File: src/rtl/tx_source_pkg.sv
// Shared definitions for the tx source arbiter: arbitration modes and the
// helper that sizes channel-index fields.
package tx_source_pkg;

    typedef enum logic [1:0] {
        MODE_FIXED  = 2'd0,
        MODE_RR     = 2'd1,
        MODE_FORCED = 2'd2
    } arb_mode_e;

    function automatic int sel_width(input int channels);
        return (channels > 1) ? $clog2(channels) : 1;
    endfunction

endpackage

File: src/rtl/tx_source_arbiter_rr_grant.sv
// Combinational grant finder: picks the first requester at or after a base
// index (round-robin), or the lowest requester otherwise.
module rr_grant
    import tx_source_pkg::*;
#(
    parameter int CHANNELS = 4,
    parameter int SEL_W    = 2
) (
    input  logic [CHANNELS-1:0] req,
    input  logic [SEL_W-1:0]    base,
    input  arb_mode_e           mode,
    output logic [CHANNELS-1:0] gnt,
    output logic [SEL_W-1:0]    gnt_idx,
    output logic                any_req
);

    always_comb begin
        int start_idx;
        int idx;
        gnt       = '0;
        gnt_idx   = '0;
        any_req   = 1'b0;
        start_idx = 0;
        idx       = 0;
        // Only round-robin rotates the search; other modes scan from 0.
        if (mode == MODE_RR && int'(base) < CHANNELS) begin
            start_idx = int'(base);
        end
        for (int k = 0; k < CHANNELS; k++) begin
            idx = start_idx + k;
            if (idx >= CHANNELS) begin
                idx = idx - CHANNELS;
            end
            if (!any_req && req[idx]) begin
                any_req = 1'b1;
                gnt_idx = SEL_W'(idx);
            end
        end
        if (any_req) begin
            gnt[gnt_idx] = 1'b1;
        end
    end

endmodule

File: src/rtl/tx_source_arbiter.sv
// Selects one of CHANNELS word sources into a one-entry output register with
// valid/ready handshakes on every channel and on the output.
module tx_source_arbiter
    import tx_source_pkg::*;
#(
    parameter  int LENGTH   = 32,
    parameter  int CHANNELS = 4,
    parameter  int MODE     = 0,
    localparam int SEL_W    = sel_width(CHANNELS)
) (
    input  logic                       clk,
    input  logic                       rst,
    input  logic                       enable,
    input  logic [SEL_W-1:0]           sel,
    input  logic [CHANNELS-1:0]        in_valid,
    input  logic [CHANNELS*LENGTH-1:0] in_data,
    output logic [CHANNELS-1:0]        in_ready,
    output logic                       out_valid,
    output logic [LENGTH-1:0]          out_data,
    output logic [SEL_W-1:0]           out_ch,
    input  logic                       out_ready
);

    localparam arb_mode_e MODE_E = arb_mode_e'(MODE[1:0]);

    logic                r_out_valid;
    logic [LENGTH-1:0]   r_out_data;
    logic [SEL_W-1:0]    r_out_ch;
    logic [SEL_W-1:0]    r_ptr;

    logic [CHANNELS-1:0] w_eligible;
    logic [CHANNELS-1:0] w_gnt;
    logic [SEL_W-1:0]    w_gnt_idx;
    logic                w_any;
    logic                w_space;
    logic                w_accept;
    logic [LENGTH-1:0]   w_sel_data;
    logic [SEL_W-1:0]    w_base;

    always_comb begin
        w_eligible = '0;
        if (MODE_E == MODE_FORCED) begin
            // An out-of-range sel simply leaves nothing eligible.
            if (int'(sel) < CHANNELS) begin
                w_eligible[sel] = in_valid[sel];
            end
        end else begin
            w_eligible = in_valid;
        end
    end

    assign w_base = (MODE_E == MODE_RR) ? r_ptr : '0;

    rr_grant #(
        .CHANNELS (CHANNELS),
        .SEL_W    (SEL_W)
    ) u_rr_grant (
        .req     (w_eligible),
        .base    (w_base),
        .mode    (MODE_E),
        .gnt     (w_gnt),
        .gnt_idx (w_gnt_idx),
        .any_req (w_any)
    );

    assign w_space    = !r_out_valid || out_ready;
    // Gating with rst keeps every in_ready low while reset is held.
    assign w_accept   = rst && enable && w_space && w_any;
    assign in_ready   = w_accept ? w_gnt : '0;
    assign w_sel_data = in_data[int'(w_gnt_idx)*LENGTH +: LENGTH];

    // NOTE: sequential state uses non-blocking assignments so every register
    // samples pre-edge values; the data register is reset too because its
    // reset value is architecturally visible.
    always_ff @(posedge clk or negedge rst) begin
        if (!rst) begin
            r_out_valid <= 1'b0;
            r_out_data  <= '0;
            r_out_ch    <= '0;
            r_ptr       <= '0;
        end else begin
            if (w_accept) begin
                r_out_valid <= 1'b1;
                r_out_data  <= w_sel_data;
                r_out_ch    <= w_gnt_idx;
                if (MODE_E == MODE_RR) begin
                    r_ptr <= (int'(w_gnt_idx) == CHANNELS - 1) ? '0
                                                              : w_gnt_idx + SEL_W'(1);
                end
            end else if (r_out_valid && out_ready) begin
                r_out_valid <= 1'b0;
            end
        end
    end

    assign out_valid = r_out_valid;
    assign out_data  = r_out_data;
    assign out_ch    = r_out_ch;

endmodule

File: config.mk
export PLATFORM = sky130hd
export DESIGN_NAME = tx_source_arbiter
export DESIGN_NICKNAME = d
export VERILOG_FILES = /design/src/rtl/tx_source_pkg.sv /design/src/rtl/tx_source_arbiter_rr_grant.sv /design/src/rtl/tx_source_arbiter.sv
export SDC_FILE = /design/constraint.sdc
export NUM_CORES = 1
export LEC_CHECK = 0
export ABC_CLOCK_PERIOD_IN_PS = 1650
export BUFFER_PORTS_ARGS = -buffer_cell sky130_fd_sc_hd__buf_2
export CAP_MARGIN = 5
export CORE_UTILIZATION = 36
export DETAILED_ROUTE_END_ITERATION = 8
export PLACE_DENSITY = 0.74
export REMOVE_ABC_BUFFERS = 1
export SKIP_CTS_REPAIR_TIMING = 1
export SLEW_MARGIN = 40
export SYNTH_ARGS = -nofsm -noshare
export SYNTH_HDL_FRONTEND = slang
export SYNTH_SLANG_ARGS = --single-unit
File: constraint.sdc
create_clock -name clk -period 1.65 [get_ports clk]
set_input_delay 0.2475 -clock clk [delete_from_list [all_inputs] [get_ports clk]]
set_output_delay 0.2475 -clock clk [all_outputs]
set_load 0.03 [all_outputs]
* Word-level counts from Yosys, hierarchy flattened
Cells that the tools add are included.
** Storage, ports and cells
- Register bits :: 35
- Input port bits :: 138
- Output and inout bits :: 39
** Operators by class
- $lt $le $gt $ge :: 2
- Shifts and indexed selects :: 1
- Mux-type cells :: 13
- Reduce and logical (&&, ||, !) cells :: 14
** Operators with widths (count)
- 128-bit by 8-bit indexed part select with 32-bit output :: 1
- 1-bit logical AND :: 8
- 1-bit two-way mux :: 8
- 4-bit two-way mux :: 2
- 1-bit zero test :: 4
- 2-bit two-way mux :: 2
- 2-bit by 3-bit less-than comparator with 1-bit output (second input constant) :: 1
- 1-bit demux with 2-bit select :: 1
- 2-bit by 1-bit >= comparator with 1-bit output (second input constant) :: 1
- 2-bit nonzero test :: 1
- 1-bit logical OR :: 1

* Logic depth before layout (Yosys ltp)
- Depth after elaboration :: 16
- Gate-level depth with buffers :: 7
- Mapped depth without buffers :: 3

* By module
From an unflattened synthesis, not the netlist that was laid out.
** Second synthesis, totals
- Cells, all modules :: 165
- Area total of the unflattened synthesis :: 2596.2 sq um
** Modules (own cells, without submodules)
- tx_source_arbiter :: times used 1, cells an instance 123, area an instance 2265.9 sq um
- rr_grant :: times used 1, cells an instance 42, area an instance 330.3 sq um

* Worst setup path before layout
No wires, ideal clock.
- Kind :: reg-to-output
- Start :: register r_out_valid, in the netlist out_valid
- End :: output in_ready[1]
- Arrival time :: 1.750 ns
- Required time :: 1.402 ns
- Path slack :: -0.348 ns
- Stages on the path, launching flop included :: 5
- Buffers on the path :: 1
- Cell sequence :: dfrtp_1 > nand2b_1 > clkbuf_1 > nand2_1 > nor3b_1
** On the way
- Word-level cells in the longest chain between the ends :: 5
** Ends and longest elaborated chain
- start: declaration :: line tx_source_arbiter.sv:26 : logic r_out_valid;
- start signal: assignment :: line tx_source_arbiter.sv:77 : r_out_valid <= 1'b0;
- start signal: assignment :: line tx_source_arbiter.sv:83 : r_out_valid <= 1'b1;
- start signal: assignment :: line tx_source_arbiter.sv:91 : r_out_valid <= 1'b0;
- 1-bit zero test :: line tx_source_arbiter.sv:66 : assign w_space = !r_out_valid || out_ready;
- 1-bit logical OR :: line tx_source_arbiter.sv:66
- 1-bit logical AND (2 in series) :: line tx_source_arbiter.sv:68 : assign w_accept = rst && enable && w_space && w_any;
- 4-bit two-way mux :: line tx_source_arbiter.sv:69 : assign in_ready = w_accept ? w_gnt : '0;
- end: declaration :: line tx_source_arbiter.sv:17 : output logic [CHANNELS-1:0] in_ready,
Every way passes these cells.

* Worst setup path after layout
- Start :: register r_out_valid, in the netlist out_valid
- End :: output in_ready[2]
Same word-level chain as after synthesis.

==> flow_metrics.env <==
export IMPL_outcome="finished, final reports clean"
export IMPL_critPathArrivalTime_ps=1340
export IMPL_chipWidth_um=94.2
export IMPL_whs_ps=78.1
export IMPL_wirelength_mm=9.56
export IMPL_areaGrowthSynthToFinish_pct=34.3
export IMPL_die_area_sq_um=8870
export IMPL_cts_buffers=5
export IMPL_hold_class="in2async"
export IMPL_fin_tns_setup_ps=0
export IMPL_cellPowerDensity_nw_per_um2=737
export IMPL_worstSetupPathType="reg2out"
export IMPL_syn_avg_cell_area_sq_um=7.85
export IMPL_startpoint_type="register"
export IMPL_cp_end_kind="output pin"
export IMPL_dieHeight_um=94.2
export IMPL_max_freq_ghz=0.630
export IMPL_antenna_cells=0
export IMPL_hpwl_mm=6.74
export IMPL_relSlewSlack=0.695
export IMPL_antenna_left=0
export IMPL_reg2reg_slack_ps=280
export IMPL_vias=3513
export IMPL_clk_latency_ps=280
export IMPL_yosys_register_bits=35
export IMPL_skew_ps=6.42
export IMPL_wl_per_cell_um=14.8
export IMPL_rsz0062_at_grt="no"
export IMPL_path_clk_slew_ps=70
export IMPL_final_cell_area_sq_um=4110
export IMPL_synth_compound_area_share=0.334
export IMPL_first_pass_iters=6
export IMPL_clock_sinks=35
export IMPL_drv_cap=0
export IMPL_synth_cell_type_count=25
export IMPL_cp_required_ps=1400
export IMPL_portBuffers=174
export IMPL_hold_violations=0
export IMPL_setup_viol=0
export IMPL_grt_pass1_wl_mm=14.9
export IMPL_worstMarginPinSlew_ps=458
export IMPL_htree_levels=2
export IMPL_clk_path_buf_depth=2
export IMPL_reg2reg_from="out_valid"
export IMPL_finalCriticalPeriod_ps=1590
export IMPL_critPathMaxFanout=6
export IMPL_grt_overflow=0
export IMPL_synth_adder_area_share=0
export IMPL_grt_start_max_net_pins=78
export IMPL_synth_mux_area_fraction=0
export IMPL_nNetsFinal=678
export IMPL_rr_worst_depth=4
export IMPL_synth_top_family_by_area="compound AO/OA/AOI/OAI gates"
export IMPL_drive_gt1_frac=0.375
export IMPL_start_util=0.372
export IMPL_core_sq_um=8220
export IMPL_synthXorXnorAreaFrac=0
export IMPL_cts_tree="done"
export IMPL_drv_slew=0
export IMPL_cellLeakagePower_nw=2.06
export IMPL_synth_simple_area_share=0.267
export IMPL_irDropWorstVdd_mv=0.335
export IMPL_row_count=33
export IMPL_viasPerCell=5.44
export IMPL_route_detailed_drc=0
export IMPL_dr_first_iter_drc_count=86
export IMPL_cts_root_buf="clkbuf_8"
export IMPL_postPlaceCellArea_sq_um=4020
export IMPL_yosys_warnings=0
export IMPL_io_pins=177
export IMPL_p_total_mw=3.03
export IMPL_syn_cell_area_sq_um=3060
export IMPL_finalCritPeriodShare=0.961
export IMPL_track_usage=0.212
export IMPL_gp_congestion=0.766
export IMPL_r2r_end="out_ch[0]"
export IMPL_synthCells=390
export IMPL_grt_antenna_before_repair=0
export IMPL_seq_area_frac_synth=0.286
export IMPL_grt_pass1_vias=3093
[layout make-up]
cell class	instances	area [sq um]
sequential	35	876
timing repair buffer	191	1050
tap	105	131
multi-input combinational	275	1850
clock inverter	1	5.00
fill	806	4110
clock buffer	7	76.3
inverter	32	120
[metal layers]
| metal | routed length, um | GRT usage | vias up |
|---|---|---|---|
| met5 | 0 | 0 | - |
| li1 | - | - | 1735 |
| met2 | 4680 | 0.377 | 138 |
| met1 | 4160 | 0.264 | 1634 |
| met3 | 642 | 0.0445 | 6 |
| met4 | 73 | 0.0372 | 0 |
[flip-flops by register name (all words and copies together) (netlist names)]
name	cells
out_ch	2
out_data	32
out_valid	1
[layout by cell type (no fill, tap or decap), types with 15 or more instances in the layout]
master,instances
buf_2,172
a31oi_1,64
dfrtp_1,35
o21ai_0,33
inv_1,32
and3b_1,32
nand3b_1,32
nor2b_1,31
a21oi_1,31
a22o_1,31
buf_4,15
[stage by stage]
step                utilization  instances  worst slack, ps
finish                    0.500        646             63.7
global route              0.500        646             11.6
CTS                       0.499        646             45.6
detailed placement        0.489        638             26.0
global placement          0.489        638             60.2
floorplan                     -        342             -742
[how the worst max path moves through the flow]
stage           startpoint     endpoint  slack [ps]  cells past startpoint
3_5_place_dp   in_valid[3]  out_data[0]          30                      4
3_3_place_gp   in_valid[3]    out_ch[1]          60                      4
5_1_grt          out_valid  in_ready[3]          10                      4
6_report         out_valid  in_ready[2]          60                      4
2_1_floorplan    out_valid  in_ready[1]        -740                      3
4_1_cts          out_valid  in_ready[1]          50                      4
[Yosys cell counts]
cell | instances | area (sq um)
nand2_1 | 3 | 11.3
dfrtp_1 | 35 | 876
buf_1 | 3 | 11.3
o21ai_0 | 33 | 165
nand3b_1 | 32 | 240
a31oi_1 | 64 | 400
or4_4 | 1 | 11.3
nor2_1 | 3 | 11.3
buf_6 | 6 | 67.6
nor3_1 | 2 | 10.0
and3_1 | 1 | 6.26
and3_4 | 1 | 11.3
a21oi_1 | 31 | 155
nor3b_1 | 1 | 7.51
nor2b_1 | 31 | 194
a41oi_1 | 1 | 8.76
nand2b_1 | 1 | 6.26
a22o_1 | 31 | 272
clkbuf_1 | 39 | 146
o221a_2 | 1 | 11.3
inv_1 | 32 | 120
and2_1 | 3 | 18.8
and3b_1 | 32 | 280
o22a_1 | 1 | 8.76
nand3_1 | 2 | 10.0
[where the power goes]
group          leakage, nW  internal [mW]  switching (mW)
Clock               0.0422          0.296           0.291
Sequential           0.384           1.02          0.0840
Combinational         1.63          0.519           0.817
[cells by family after synthesis]
logic type	count (synthesis)
AOI/OAI and AO/OA	162
DFF	35
buffers and inverters	80
and+or+nand+nor	113
[critical path: stages (launching register included)]
cell,delay (ps)
dfrtp_1,400
nand2b_2,140
and2_1,170
and3_1,150
buf_2,210
Note: power is estimated with default switching activity, not from simulation.
